`src/rtl/i2c_master_arbiter.sv`:
```
// Round-robin arbiter sharing one I2C master engine between two requesters.
// Optional watchdog on the WAIT state enabled with ARB_TIMEOUT_EN.
module i2c_master_arbiter #(
  parameter int DATA_W  = 16,
  parameter int TIMEOUT = 1023
) (
  input  logic              clk,
  input  logic              reset,
  input  logic [1:0]        req,
  input  logic [6:0]        addr0,
  input  logic [6:0]        addr1,
  input  logic              rw0,
  input  logic              rw1,
  input  logic [DATA_W-1:0] wdata0,
  input  logic [DATA_W-1:0] wdata1,
  output logic [1:0]        gnt,
  output logic [1:0]        done,
  output logic [DATA_W-1:0] rdata,
  output logic              err,
  output logic              m_start,
  output logic [6:0]        m_addr,
  output logic              m_rw,
  output logic [DATA_W-1:0] m_wdata,
  output logic              m_abort,
  input  logic              m_busy,
  input  logic              m_done,
  input  logic              m_ack_err,
  input  logic [DATA_W-1:0] m_rdata
);

  typedef enum logic [1:0] {IDLE, LAUNCH, WAIT, RESP} state_t;

  state_t state, state_nxt;
  logic   sel;         // index of the requester holding the grant
  logic   last_grant;
  logic   win;
  logic   timeout_hit;

  // On a tie the requester that was not served last wins.
  always_comb begin
    case (req)
      2'b10:   win = 1'b1;
      2'b11:   win = ~last_grant;
      default: win = 1'b0;
    endcase
  end

  always_comb begin
    state_nxt = state;
    m_start   = 1'b0;
    m_abort   = 1'b0;
    done      = 2'b00;
    case (state)
      IDLE:   if (req != 2'b00) state_nxt = LAUNCH;
      LAUNCH: if (!m_busy) begin
        m_start   = 1'b1;
        state_nxt = WAIT;
      end
      WAIT: begin
        if (m_done) state_nxt = RESP;
        else if (timeout_hit) begin
          m_abort   = 1'b1;
          state_nxt = RESP;
        end
      end
      RESP: begin
        done      = sel ? 2'b10 : 2'b01;
        state_nxt = IDLE;
      end
      default: state_nxt = IDLE;
    endcase
  end

  always_ff @(posedge clk or posedge reset) begin
    if (reset) begin
      state      <= IDLE;
      sel        <= 1'b0;
      last_grant <= 1'b1;
      gnt        <= 2'b00;
      m_addr     <= '0;
      m_rw       <= 1'b0;
      m_wdata    <= '0;
      rdata      <= '0;
      err        <= 1'b0;
    end else begin
      state <= state_nxt;
      case (state)
        IDLE: if (req != 2'b00) begin
          sel     <= win;
          gnt     <= win ? 2'b10 : 2'b01;
          m_addr  <= win ? addr1  : addr0;
          m_rw    <= win ? rw1    : rw0;
          m_wdata <= win ? wdata1 : wdata0;
        end
        WAIT: begin
          if (m_done) begin
            rdata <= m_rdata;
            err   <= m_ack_err;
          end else if (timeout_hit) begin
            rdata <= '0;
            err   <= 1'b1;
          end
        end
        RESP: begin
          last_grant <= sel;
          gnt        <= 2'b00;
        end
        default: ;
      endcase
    end
  end

`ifdef ARB_TIMEOUT_EN
  localparam int CW = ($clog2(TIMEOUT + 1) > 10) ? $clog2(TIMEOUT + 1) : 10;
  logic [CW-1:0] cnt;

  // cnt equals the number of WAIT cycles already elapsed.
  always_ff @(posedge clk or posedge reset) begin
    if (reset)                              cnt <= '0;
    else if (state == LAUNCH && !m_busy)    cnt <= '0;
    else if (state == WAIT)                 cnt <= cnt + 1'b1;
  end

  assign timeout_hit = (state == WAIT) && (cnt == CW'(TIMEOUT));
`else
  logic unused_timeout;
  assign unused_timeout = (TIMEOUT == 0);
  assign timeout_hit    = 1'b0;
`endif

endmodule

```
`config.mk`:
```
export PLATFORM = sky130hd
export DESIGN_NAME = i2c_master_arbiter
export DESIGN_NICKNAME = d
export VERILOG_FILES = /design/src/rtl/i2c_master_arbiter.sv
export SDC_FILE = /design/constraint.sdc
export NUM_CORES = 1
export LEC_CHECK = 0
export ABC_CLOCK_PERIOD_IN_PS = 1700
export BUFFER_PORTS_ARGS = -buffer_cell sky130_fd_sc_hd__buf_2
export CAP_MARGIN = 20
export CORE_MARGIN = 2
export CORE_UTILIZATION = 30
export CTS_CLUSTER_DIAMETER = 80
export CTS_CLUSTER_SIZE = 10
export DETAILED_ROUTE_END_ITERATION = 7
export HOLD_SLACK_MARGIN = 0.02
export PLACE_DENSITY_LB_ADDON = 0.3
export SETUP_SLACK_MARGIN = 0.5
export SYNTH_ARGS = -nofsm -noshare
export SYNTH_HDL_FRONTEND = slang
export SYNTH_SLANG_ARGS = --single-unit
```
`constraint.sdc`:
```
create_clock -name clk -period 1.7 [get_ports clk]
set_input_delay 0.17 -clock clk [delete_from_list [all_inputs] [get_ports clk]]
set_output_delay 0.17 -clock clk [all_outputs]
set_load 0.05 [all_outputs]
```
# Word level (Yosys, flattened, before mapping)
# Cells that the tools add are included.
[word_totals] register_bits=47 input_bits=71 output_inout_bits=47 word_cells=40
[classes] eq_ne=8 n_mux=15 bitwise=1 n_reduce_logical=7
[ops] operator="two-way mux 16 bit" n=1
[ops] operator="two-way mux 2 bit" n=7
[ops] operator="== test 2 bit, second input constant" n=4
[ops] operator="one-hot mux 2 bit (4 select lines)" n=1
[ops] operator="two-way mux 7 bit" n=1
[ops] operator="!= test 2 bit, second input constant" n=3
[ops] operator="AND reduction 2 bit" n=3
[ops] operator="one-hot mux 2 bit (2 select lines)" n=1
[ops] operator="nonzero test 2 bit" n=2
[ops] operator="two-way mux 1 bit" n=3
[ops] operator="AND reduction 3 bit" n=1
[ops] operator="== test 2 x 1 -> 1 bit, second input constant" n=1
[ops] operator="logical NOT 2 bit" n=1
[ops] operator="one-hot mux 1 bit (2 select lines)" n=1
[ops] operator="NOT 1 bit" n=1

# Depth between registers and ports, before layout
# Gate-level depths: netlist of the first run.
[logic_depth] word_depth=5 ltp_mapped=7 ltp_nobuf=5

# Least setup slack after synthesis of the first run
# Ideal clock, no wire load.
[synth_timing] path_type="register to register" startpoint="reg state[0]" endpoint="reg state[1]" setup_ns=0.125 arrival_time_ns=1.476 required_time_ns=1.575 setup_slack_ns=0.099 stages_incl_launch_ff=7 n_path_buf=1 period_less_slack_ns=1.601 cell_sequence="dfrtp_1 > inv_1 > ha_1 > buf_2 > nor3b_2 > a221oi_2 > mux2_2"
[synth_via] elab_chain_len=3 elab_cells_between_ends=9 classes_between="eq/ne (6); mux (1); reduce/logical (2)"
[synth_lines] element="start, declared" line_no="33" text="state_t state, state_nxt;"
[synth_lines] element="start signal, assigned" line_no="86" text="state <= state_nxt;"
[synth_lines] element="== test 2 bit, or another cell as far along" line_no="53" text="case (state)"
[synth_lines] element="!= test 2 bit (no line)"
[synth_lines] element="AND reduction 3 bit (no line)"
# Parallel ways exist; a longest one is shown, timed or not.
# A chain may end at the register's enable or synchronous reset.

# Final worst setup path of the first run
[layout_timing] startpoint="reg state[1]" endpoint="reg state[1]"
# Same word-level chain as after synthesis.

==> qor.log, run 1 <==
INFO  detailed_routing vias=2049
INFO  timing         max_slew.worst_pin.slew=0.638ns
INFO  detailed_routing detailedRoute.firstIterationViolations=35
INFO  power_and_ir_drop p_sw_share=52.3%
INFO  synth          synthArstFlopShare=100%
INFO  worst_setup_path worst_path_largest_cell_delay=0.45ns
INFO  worst_setup_path type_of_the_worst_setup_path=reg2reg
INFO  detailed_routing vias_per_cell=4.65
INFO  layout         drive_above_1_share=73.9%
INFO  grt            grt_util_met1=19.0%
INFO  power_and_ir_drop clock_power_share=8.1%
INFO  clocking       cts.htree.levels=2
INFO  worst_setup_path worst-r2r-cell-count=5
INFO  timing         setup-tns-final=0ns
INFO  worst_setup_path crit_path_max_delay_cell_type=sky130_fd_sc_hd__dfrtp_2
INFO  grt            grt_first_pass_wirelength=9.52mm
INFO  grt            pin_count_of_the_biggest_net_entering_global_routing=24
INFO  power_and_ir_drop peakVddDrop=1.23mV
INFO  layout         sequential_cell_area=1180µm²
INFO  synth          ys_top_cells_by_area=sky130_fd_sc_hd__dfrtp_1, sky130_fd_sc_hd__a21oi_1, sky130_fd_sc_hd__mux2_2, sky130_fd_sc_hd__nand2_1, sky130_fd_sc_hd__nor2_1
INFO  synth          synth.yosys.seq_area_share=55.5%
INFO  timing         final_period_minus_worst_setup_slack=1.50ns
INFO  layout         flow.area_growth_from_synthesis=70.7%
INFO  floorplan      top_level_ports=118
INFO  placed_design  port_buffers=116
INFO  floorplan      floorplan.die.width=88.1µm
INFO  clocking       cts_inserted_buffers=5
INFO  power_and_ir_drop p_comb_share=65.4%
INFO  timing         finClkSkew=0.00540ns
INFO  synth          mapped_cell_area=2120µm²
INFO  outcome        outcome=completed
INFO  clocking       clock_tree_from_tritoncts=yes
INFO  timing         finalWorstSetupSlack=0.198ns
INFO  floorplan      fp.coreArea=6830µm²
INFO  worst_setup_path arrival=1.69ns
INFO  worst_setup_path crit_path_start_kind=register
INFO  grt            antenna_found_initial=0
INFO  timing         hold-worst-slack=0.0937ns
INFO  floorplan      rows=30
INFO  clocking       clock_tree.buffer_depth=2
INFO  synth          synth.largest_area_cell=sky130_fd_sc_hd__dfrtp_1
INFO  synth          synth.top_cells.by_count=sky130_fd_sc_hd__a21oi_1, sky130_fd_sc_hd__dfrtp_1, sky130_fd_sc_hd__nand2_1
INFO  layout         layout.nets=419
INFO  synth          synthMostInstantiatedCell=sky130_fd_sc_hd__a21oi_1
INFO  synth          ys_flop_type=sky130_fd_sc_hd__dfrtp_1
INFO  timing         final_number_of_max_transition_violations=0
INFO  synth          synth_edf_count=0
INFO  grt            groute.usage.overall=16.5%
INFO  grt            via_count_of_the_first_global_routing_pass=1932
INFO  synth          syn_avg_cell_area=10.3µm²
INFO  timing         fmax=666MHz
INFO  synth          yosysTopAreaCellShare=54.3%
INFO  clocking       clk-insertion-delay-late=0.30ns
INFO  detailed_routing drcViolationCount=0
INFO  synth          synthesis.nets=280
INFO  detailed_routing avgRoutedWirePerCell=15.1µm
INFO  power_and_ir_drop p_leak=1.63nW
INFO  floorplan      die-height=88.1µm
INFO  power_and_ir_drop internal_power=3.94mW
INFO  placed_design  detailedPlace.worstSlack=0.113ns
INFO  timing         relSlewSlack=57.4%
INFO  layout         area_used_by_multi_input_combinational_logic=1330µm²
INFO  worst_setup_path critical_path_required=1.89ns
INFO  clocking       clock_sinks=47
INFO  layout         fillCellCount=637
INFO  synth          yosysUniqueCellTypes=26
INFO  clocking       cts-root-buf=sky130_fd_sc_hd__clkbuf_8
INFO  power_and_ir_drop sw_power=4.32mW
INFO  grt            met2_usage=29.5%
INFO  job            timing.max_cap.violations=0
INFO  synth          synthesis.yosys.warnings=0
INFO  worst_setup_path critical_path.max_fanout=4
INFO  grt            grt_use_met3=5.75%
INFO  hold_path      holdPathStages=2
INFO  floorplan      initial_utilization=31.0%
INFO  timing         final_min_period_over_clock_period=88.3%
INFO  detailed_routing wirelength=6.65mm
INFO  synth          synth_seq_cells=47
INFO  worst_setup_path timing.critical_path.cells=inv_4, ha_4, nor3b_4, a221oi_4, mux2_4
INFO  grt            grt_remaining_overflow=0
INFO  timing         setup_viol=0
INFO  floorplan      dieArea=7750µm²
INFO  synth          syn-instance-count=205
INFO  hold_path      min-delay-path-class=in2reg
INFO  detailed_routing detailedRoute.firstPassIterationCount=4
INFO  power_and_ir_drop power-per-cell-area=2280nW/µm²
INFO  timing         hold_viol_final=0
INFO  worst_setup_path worst_setup_path_end_kind=register
INFO  timing         rsz0062_at_grt=true
INFO  placed_design  gpl.final_weighted_congestion=0.752
INFO  layout         antenna_cells=0
INFO  placed_design  hpwlAfterDp=4.09mm
INFO  clocking       clk_pin_slew_worst_paths=0.09ns
INFO  power_and_ir_drop pwr-share-seq=26.6%
INFO  grt            top_usage_layer=met2
INFO  detailed_routing antenna_violating_nets_post_route=0
worst paths after layout:
kind / from / end / slack, ns
max reg2reg: state[1]$_DFFE_PP0P_ / state[1]$_DFFE_PP0P_ / 0.20
max in group asynchronous: reset / m_addr[2]$_DFFE_PP0P_ / 0.70
max: state[1]$_DFFE_PP0P_ / state[1]$_DFFE_PP0P_ / 0.20
min in group asynchronous: reset / m_wdata[15]$_DFFE_PP0P_ / 0.45
min: m_rdata[9] / rdata[9]$_DFFE_PP0P_ / 0.09
min reg2reg: rdata[5]$_DFFE_PP0P_ / rdata[5]$_DFFE_PP0P_ / 0.51
logic make-up after synthesis:
group | after synthesis | synth area share (%)
AO/OA/AOI/OAI | 58 | 15.7
adder cells (fa/ha/maj) | 4 | 2.36
buffers and inverters | 16 | 4.25
flip-flops | 47 | 55.5
multiplexers | 20 | 10.6
other | 1 | 0.177
AND/OR/NAND/NOR | 59 | 11.4
registers in the layout (all words and copies together), names as in the netlist:
name and cells:
m_rw 1, sel 1, rdata 16, m_wdata 16, err 1, gnt 2
m_addr 7, state 2, last_grant 1
metal layers:
metal,vias up,wire (µm)
met5,-,0
met4,0,38
met3,4,520
met2,85,3440
met1,987,2650
li1,973,-
per-stage QoR:
| stage | cells | power, mW | util (%) | cell area (µm²) |
|---|---|---|---|---|
| 5_1_grt | 441 | 8.72 | 53.0 | 3620 |
| 2_1_floorplan | 205 | 5.18 | - | 2170 |
| 3_5_place_dp | 413 | 6.11 | 41.5 | 2840 |
| 6_report | 441 | 8.26 | 53.0 | 3620 |
| 4_1_cts | 437 | 7.60 | 48.2 | 3290 |
| 3_3_place_gp | 413 | 6.04 | 41.5 | 2840 |
power by group through the flow:
stage          clock [mW]  sequential (mW)  combinational, mW
3_5_place_dp            0             2.04               4.07
4_1_cts             0.694             2.08               4.83
2_1_floorplan           0             3.81               1.37
3_3_place_gp            0             2.01               4.03
6_report            0.667             2.20               5.40
5_1_grt             0.751             2.26               5.71
layout make-up:
type,instances,area share [%]
tap,96,3.32
timing repair buffer,141,24.4
inverter,4,0.588
clock inverter,3,0.553
multi-input combinational,145,36.7
clock buffer,5,1.90
sequential,47,32.6
critical path: cells and delay by family (launching register included):
kind                       cells  cell delay [ns]
DFF                            1             0.45
and+or+nand+nor                1             0.16
buffers and inverters          1             0.06
muxes                          1             0.32
adders and majority gates      1             0.16
AOI/OAI and AO/OA              1             0.22
cells in the final DEF (no fill, tap or decap), types with 2 or more instances in the layout:
cell and n:
sky130_fd_sc_hd__nand2_4 2, sky130_fd_sc_hd__nor2_2 3, sky130_fd_sc_hd__clkbuf_8 5, sky130_fd_sc_hd__mux2_2 18, sky130_fd_sc_hd__buf_4 13, sky130_fd_sc_hd__ha_4 3
sky130_fd_sc_hd__buf_2 112, sky130_fd_sc_hd__dfrtp_1 45, sky130_fd_sc_hd__buf_12 3, sky130_fd_sc_hd__nand2_1 26, sky130_fd_sc_hd__a21boi_4 2, sky130_fd_sc_hd__a21oi_1 7
sky130_fd_sc_hd__nor2_1 2, sky130_fd_sc_hd__nor2_4 21, sky130_fd_sc_hd__buf_6 8, sky130_fd_sc_hd__o21ai_1 2, sky130_fd_sc_hd__clkinvlp_4 3, sky130_fd_sc_hd__nor2b_4 2
sky130_fd_sc_hd__buf_8 2, sky130_fd_sc_hd__a21oi_2 40
what timing repair did:
item,in CTS,in global routing
gates resized for setup,62,74
buffers inserted,8,4
cloned,7,0
hold buffers,1,0
pin swaps,13,4
endpoints found under the hold margin,20,0
setup endpoints to repair,49,51
No activity file was read; power rests on OpenSTA's default activity.
==> inputs of run 2 (changes only) <==
- RECOVER_POWER: unset -> 100
==> run 2 against run 1 <==
Effect of this change:
- non-clock buffer count did not move
- die area did not move
- global-route usage did not move
- first-iteration DRC count fell by 31%
- flip-flop and latch count did not move
- clock power barely moved
- wire length rose by 0.33%
- highest routed layer unchanged
- clock skew barely moved
- design area fell by 5.2%
- sequential power barely moved
- largest cell class unchanged
- critical endpoint is now done[1]
==> qor.log, run 2 (synthesis gave the netlist of run 1 again) <==
INFO  placed_design  gpl.final_weighted_congestion=0.752 [unchanged]
INFO  floorplan      fp.coreArea=6830µm² [unchanged]
INFO  clocking       clk-insertion-delay-late=0.30ns [about the same]
INFO  timing         relSlewSlack=28.7% [-29 points]
INFO  hold_path      holdPathStages=2 [unchanged]
INFO  layout         flow.area_growth_from_synthesis=61.8%
INFO  grt            via_count_of_the_first_global_routing_pass=1932 [unchanged]
INFO  layout         layout_commonest_cell=sky130_fd_sc_hd__buf_2
INFO  timing         rsz0062_at_grt=true
INFO  worst_setup_path endpoint=done[1]
INFO  detailed_routing drcViolationCount=0 [unchanged]
INFO  floorplan      dieArea=7750µm² [unchanged]
INFO  timing         final_number_of_max_transition_violations=0 [unchanged]
INFO  detailed_routing detailedRoute.firstPassIterationCount=4 [unchanged]
INFO  detailed_routing antenna_violating_nets_post_route=0 [unchanged]
INFO  clocking       clock_tree_from_tritoncts=yes
INFO  layout         fillCellCount=692 [+8.6%]
INFO  worst_setup_path type_of_the_worst_setup_path=reg2out
INFO  floorplan      die-height=88.1µm [unchanged]
INFO  timing         setup-tns-final=0ns [unchanged]
INFO  clocking       cts-root-buf=sky130_fd_sc_hd__clkbuf_8
INFO  power_and_ir_drop power-per-cell-area=2290nW/µm² [+0.28%]
INFO  placed_design  detailedPlace.worstSlack=0.113ns [unchanged]
INFO  layout         drive_above_1_share=56.8% [-17 points]
INFO  timing         fmax=644MHz [-3.4%]
INFO  worst_setup_path critical_path_required=1.53ns [-0.36 ns]
INFO  worst_setup_path worstReg2RegStart=state[0]$_DFFE_PP0P_
INFO  job            timing.max_cap.violations=0 [unchanged]
INFO  floorplan      initial_utilization=31.0% [unchanged]
INFO  layout         reg_top3=m_wdata x16, rdata x16, m_addr x7
INFO  grt            grt_first_pass_wirelength=9.52mm [unchanged]
INFO  layout         antenna_cells=0 [unchanged]
INFO  clocking       clock_tree.buffer_depth=2 [unchanged]
INFO  worst_setup_path critical_path.max_fanout=4 [unchanged]
INFO  layout         final_core_utilization=50.2% [-2.8 points]
INFO  power_and_ir_drop peakVddDrop=1.14mV [-6.8%]
INFO  floorplan      floorplan.die.width=88.1µm [unchanged]
INFO  worst_setup_path setup_slack_of_the_worst_register_to_register_path=0.16ns [-0.04 ns]
INFO  timing         hold-worst-slack=0.0928ns [-0.000917 ns]
INFO  floorplan      rows=30 [unchanged]
INFO  clocking       clock_sinks=47 [unchanged]
INFO  grt            grt_remaining_overflow=0 [unchanged]
INFO  placed_design  port_buffers=116 [unchanged]
INFO  detailed_routing wirelength=6.67mm [+0.33%]
INFO  detailed_routing vias_per_cell=4.68 [+0.78%]
INFO  detailed_routing vias=2065 [+0.78%]
INFO  hold_path      min-delay-path-class=in2reg
INFO  timing         finalWorstSetupSlack=0.146ns [-0.0522 ns]
INFO  worst_setup_path worst-r2r-cell-count=4 [-1]
INFO  clocking       cts.htree.levels=2 [unchanged]
INFO  worst_setup_path timing.rr.end=rdata[14]$_DFFE_PP0P_
INFO  worst_setup_path arrival=1.38ns [-0.31 ns]
INFO  detailed_routing avgRoutedWirePerCell=15.1µm [+0.33%]
INFO  timing         final_period_minus_worst_setup_slack=1.55ns [+0.0521 ns]
INFO  clocking       cts_inserted_buffers=5 [unchanged]
INFO  timing         final_min_period_over_clock_period=91.4% [+3.1 points]
INFO  grt            antenna_found_initial=0 [unchanged]
INFO  grt            groute.usage.overall=16.5% [unchanged]
INFO  power_and_ir_drop p_leak=1.47nW [-9.8%]
INFO  worst_setup_path worst_setup_path_end_kind=output pin
INFO  worst_setup_path worstSetupStartpoint=state[0]$_DFFE_PP0P_
INFO  timing         max_slew.worst_pin.slew=1.06ns [+0.426 ns]
INFO  layout         layout_common_cells=sky130_fd_sc_hd__buf_2, sky130_fd_sc_hd__dfrtp_1, sky130_fd_sc_hd__clkbuf_1, sky130_fd_sc_hd__a21oi_2, sky130_fd_sc_hd__nand2_1
INFO  layout         layout.nets=419 [unchanged]
INFO  floorplan      top_level_ports=118 [unchanged]
INFO  worst_setup_path crit_path_start_kind=register
INFO  timing         setup_viol=0 [unchanged]
INFO  grt            pin_count_of_the_biggest_net_entering_global_routing=24 [unchanged]
INFO  timing         finClkSkew=0.00543ns [+0.0000341 ns]
INFO  timing         hold_viol_final=0 [unchanged]
INFO  placed_design  hpwlAfterDp=4.09mm [unchanged]
INFO  clocking       clk_pin_slew_worst_paths=0.09ns [about the same]
INFO  outcome        outcome=completed
INFO  detailed_routing detailedRoute.firstIterationViolations=24 [-31%]
[run 2: power by group]
part / internal, mW / total, mW / leakage [nW] / switching (mW)
Clock: 0.286 / 0.667 / 0.0402 / 0.381
Combinational: 1.61 / 4.98 / 0.896 / 3.37
Sequential: 1.70 / 2.20 / 0.539 / 0.502
Total: 3.60 / 7.85 / 1.47 / 4.26
[run 2: what timing repair did]
| item | CTS | global route |
|---|---|---|
| resized for setup | 62 | 74 |
| buffers inserted | 8 | 4 |
| cloned | 7 | 0 |
| hold endpoints to repair | 20 | 0 |
| endpoints found under the setup margin | 49 | 51 |
| hold buffers | 1 | 0 |
| pin swaps | 13 | 4 |
[run 2: how the worst min path moves through the flow]
stage / startpoint / end / slack (ns)
after floorplan: reset / err$_DFFE_PP0P_ / 0.19
after CTS: wdata0[6] / m_wdata[6]$_DFFE_PP0P_ / 0.08
after global routing: m_rdata[8] / rdata[8]$_DFFE_PP0P_ / 0.08
after global placement: reset / m_wdata[15]$_DFFE_PP0P_ / 0.24
final: m_rdata[9] / rdata[9]$_DFFE_PP0P_ / 0.09
after detailed placement: reset / m_wdata[15]$_DFFE_PP0P_ / 0.24
[run 2: cell type report]
type	count	area (µm²)	area share, %
multi-input cells	145	1260	36.8
inverters	4	18.8	0.547
clock buffers	5	68.8	2.01
clock inverters	3	20.0	0.584
well taps	96	120	3.50
repair buffers	141	762	22.2
flip-flops and latches	47	1180	34.4
[run 2: critical path: stages (launching register included)]
cell and delay [ns]:
sky130_fd_sc_hd__dfrtp_1 0.39, sky130_fd_sc_hd__clkbuf_1 0.15, sky130_fd_sc_hd__ha_4 0.16, sky130_fd_sc_hd__and2_4 0.13
sky130_fd_sc_hd__buf_2 0.25
[run 2: metrics by stage]
stage,cell area (µm²),power [mW],cells
2_1_floorplan,2170,5.18,205
3_3_place_gp,2840,6.04,413
3_5_place_dp,2840,6.11,413
4_1_cts,3290,7.60,437
5_1_grt,3430,8.31,441
6_report,3430,7.85,441
[run 2: routing by layer]
metal  vias up  part of all wire, %  global-route usage [%]
met5         -                    0                       0
met4         0                 0.57                    3.72
met3         4                  8.1                    5.75
met2        88                   52                    29.5
met1      1000                   39                    19.0
li1        973                    -                       -
==> inputs of run 3 (changes only) <==
==> constraint.sdc (replaced) <==
create_clock -name clk -period 1.7 [get_ports clk]
set_input_delay 0.17 -clock clk [delete_from_list [all_inputs] [get_ports clk]]
set_output_delay 0.17 -clock clk [all_outputs]
set_load 0.02 [all_outputs]
==> run 3 against run 2 <==
Effect of this change:
- wire length decreased by 13%
- largest cell class is now sequential cells
- clock-buffer cell count unchanged
- die area unchanged
- non-clock buffer count decreased by 7
- register-to-register slack got worse by 0.03 ns
- design area decreased by 12%
==> qor.log, run 3 (synthesis gave the netlist of run 1 again) <==
INFO  worst_setup_path worst_setup_path_end_kind=register
INFO  layout         reg_top3=m_wdata x16, rdata x16, m_addr x7
INFO  floorplan      initial_utilization=31.0% [unchanged]
INFO  timing         finalWorstSetupSlack=0.135ns [-0.0117 ns]
INFO  worst_setup_path critical_path_required=1.88ns [+0.35 ns]
INFO  worst_setup_path timing.critical_path.cells=inv_4, ha_4, nor3b_4, a221oi_4, mux2_4
INFO  power_and_ir_drop power-per-cell-area=1890nW/µm² [-17%]
INFO  floorplan      floorplan.die.width=88.1µm [unchanged]
INFO  grt            antenna_found_initial=0 [unchanged]
INFO  grt            grt_remaining_overflow=0 [unchanged]
INFO  worst_setup_path crit_buf_inv=1 [-1]
INFO  timing         setup_viol=0 [unchanged]
INFO  floorplan      fp.coreArea=6830µm² [unchanged]
INFO  floorplan      top_level_ports=118 [unchanged]
INFO  layout         layout.nets=409 [-2.4%]
INFO  placed_design  port_buffers=116 [unchanged]
INFO  floorplan      die-height=88.1µm [unchanged]
INFO  timing         setup-tns-final=0ns [unchanged]
INFO  worst_setup_path crit_path_max_delay_cell_type=sky130_fd_sc_hd__dfrtp_1
INFO  layout         drive_above_1_share=39.1% [-18 points]
INFO  clocking       clock_tree_from_tritoncts=yes
INFO  clocking       cts_inserted_buffers=5 [unchanged]
INFO  floorplan      rows=30 [unchanged]
INFO  worst_setup_path arrival=1.75ns [+0.37 ns]
INFO  worst_setup_path critical_path.max_fanout=4 [unchanged]
INFO  detailed_routing vias_per_cell=4.45 [-5.1%]
INFO  timing         final_period_minus_worst_setup_slack=1.57ns [+0.0117 ns]
INFO  clocking       cts.htree.levels=2 [unchanged]
INFO  detailed_routing vias=1916 [-7.2%]
INFO  grt            via_count_of_the_first_global_routing_pass=1758 [-9.0%]
INFO  timing         finClkSkew=0.00501ns [-0.000417 ns]
INFO  timing         hold_viol_final=0 [unchanged]
INFO  detailed_routing wirelength=5.77mm [-13%]
INFO  worst_setup_path crit_path_start_kind=register
INFO  placed_design  gpl.final_weighted_congestion=0.746 [-0.73%]
INFO  layout         layout_common_cells=sky130_fd_sc_hd__buf_2, sky130_fd_sc_hd__a21oi_1, sky130_fd_sc_hd__dfrtp_1, sky130_fd_sc_hd__clkbuf_1
INFO  hold_path      min-delay-path-class=in2reg
INFO  timing         max_slew.worst_pin.slew=1.15ns [+0.0859 ns]
INFO  timing         final_min_period_over_clock_period=92.1% [+0.69 points]
INFO  timing         fmax=639MHz [-0.75%]
INFO  layout         layout_commonest_cell=sky130_fd_sc_hd__buf_2
INFO  worst_setup_path type_of_the_worst_setup_path=reg2reg
INFO  timing         final_number_of_max_transition_violations=0 [unchanged]
INFO  worst_setup_path worst_path_largest_cell_delay=0.48ns [+0.09 ns]
INFO  placed_design  detailedPlace.worstSlack=0.0959ns [-0.0175 ns]
INFO  layout         flow.area_growth_from_synthesis=42.9%
INFO  worst_setup_path crit_family=flip-flops
INFO  timing         rsz0062_at_grt=true
INFO  timing         relSlewSlack=22.9% [-5.8 points]
INFO  floorplan      dieArea=7750µm² [unchanged]
INFO  clocking       cts-root-buf=sky130_fd_sc_hd__clkbuf_8
INFO  clocking       clock_tree.buffer_depth=2 [unchanged]
INFO  detailed_routing drcViolationCount=0 [unchanged]
INFO  grt            grt_first_pass_wirelength=8.27mm [-13%]
INFO  detailed_routing antenna_violating_nets_post_route=0 [unchanged]
INFO  clocking       clk_pin_slew_worst_paths=0.09ns [about the same]
INFO  detailed_routing avgRoutedWirePerCell=13.4µm [-11%]
INFO  job            timing.max_cap.violations=0 [unchanged]
INFO  placed_design  hpwlAfterDp=4.12mm [+0.79%]
INFO  power_and_ir_drop peakVddDrop=0.604mV [-47%]
INFO  detailed_routing detailedRoute.firstIterationViolations=63 [+160%]
INFO  clocking       clock_sinks=47 [unchanged]
INFO  grt            pin_count_of_the_biggest_net_entering_global_routing=27 [+13%]
INFO  grt            groute.usage.overall=13.7% [-2.7 points]
INFO  clocking       clk-insertion-delay-late=0.29ns [about the same]
INFO  outcome        outcome=completed
INFO  power_and_ir_drop p_leak=1.42nW [-3.8%]
INFO  worst_setup_path setup_slack_of_the_worst_register_to_register_path=0.13ns [-0.03 ns]
INFO  detailed_routing detailedRoute.firstPassIterationCount=4 [unchanged]
INFO  layout         antenna_cells=0 [unchanged]
-- run 3: cell types whose count changed in the layout (fill, tap and decap cells not counted), sizes merged --
cell,previous run,this run
a21boi,2,1
clkinvlp,3,1
inv,3,4
clkinv,1,2
nand2,29,27
clkbuf,55,48
-- run 3: worst paths after layout --
path,endpoint,depth (start not counted),startpoint
setup / recovery,state[1]$_DFFE_PP0P_,5,state[1]$_DFFE_PP0P_
hold / removal,m_wdata[0]$_DFFE_PP0P_,3,wdata0[0]
setup reg to reg,state[1]$_DFFE_PP0P_,5,state[1]$_DFFE_PP0P_
hold reg to reg,rdata[13]$_DFFE_PP0P_,1,rdata[13]$_DFFE_PP0P_
max in group asynchronous,m_addr[5]$_DFFE_PP0P_,4,reset
min in group asynchronous,rdata[10]$_DFFE_PP0P_,3,reset
-- run 3: final cells by class --
type / instances / area (µm²)
fill: 710 / 3800
timing repair buffer: 134 / 698
clock inverter: 3 / 18.8
multi-input combinational: 142 / 926
clock buffer: 5 / 68.8
inverter: 4 / 18.8
sequential: 47 / 1180
tap: 96 / 120
-- run 3: through the flow --
stage	util, %	total power [mW]	cells	area (µm²)	hold slack, ns
floorplan	-	3.94	205	2160	0.193
global placement	41.4	4.76	412	2830	0.247
detailed placement	41.4	4.85	412	2830	0.261
CTS	44.3	5.77	427	3030	0.0870
global route	44.3	6.15	431	3030	0.0875
finish	44.3	5.73	431	3030	0.0952
-- run 3: routing by layer --
layer / vias up / share of wire, % / GRT usage [%]
met3: 7 / 6.5 / 3.20
met4: 0 / 1.4 / 4.41
met1: 890 / 45 / 18.2
met5: - / 0 / 0
li1: 945 / - / -
met2: 74 / 47 / 22.4
-- run 3: worst register-to-register path, delay by kind of cell (launching register included) --
kind            cells  cell delay [ns]
buf+inv             1             0.08
fa+ha+maj           1             0.18
compound gates      1             0.23
flops               1             0.48
simple gates        1             0.16
mux                 1             0.33
-- run 3: what timing repair did --
item	in CTS	in global routing
setup buffers	6	3
pin swaps	4	3
hold buffers	1	0
cloned	0	1
hold endpoints to repair	22	0
gates resized for setup	15	10
endpoints found under the setup margin	49	49
-- run 3: power breakdown --
part / total [mW] / internal (mW) / switching [mW]
clock: 0.668 / 0.290 / 0.378
sequential: 2.05 / 1.70 / 0.355
combinational: 3.01 / 1.24 / 1.77
total: 5.73 / 3.22 / 2.51
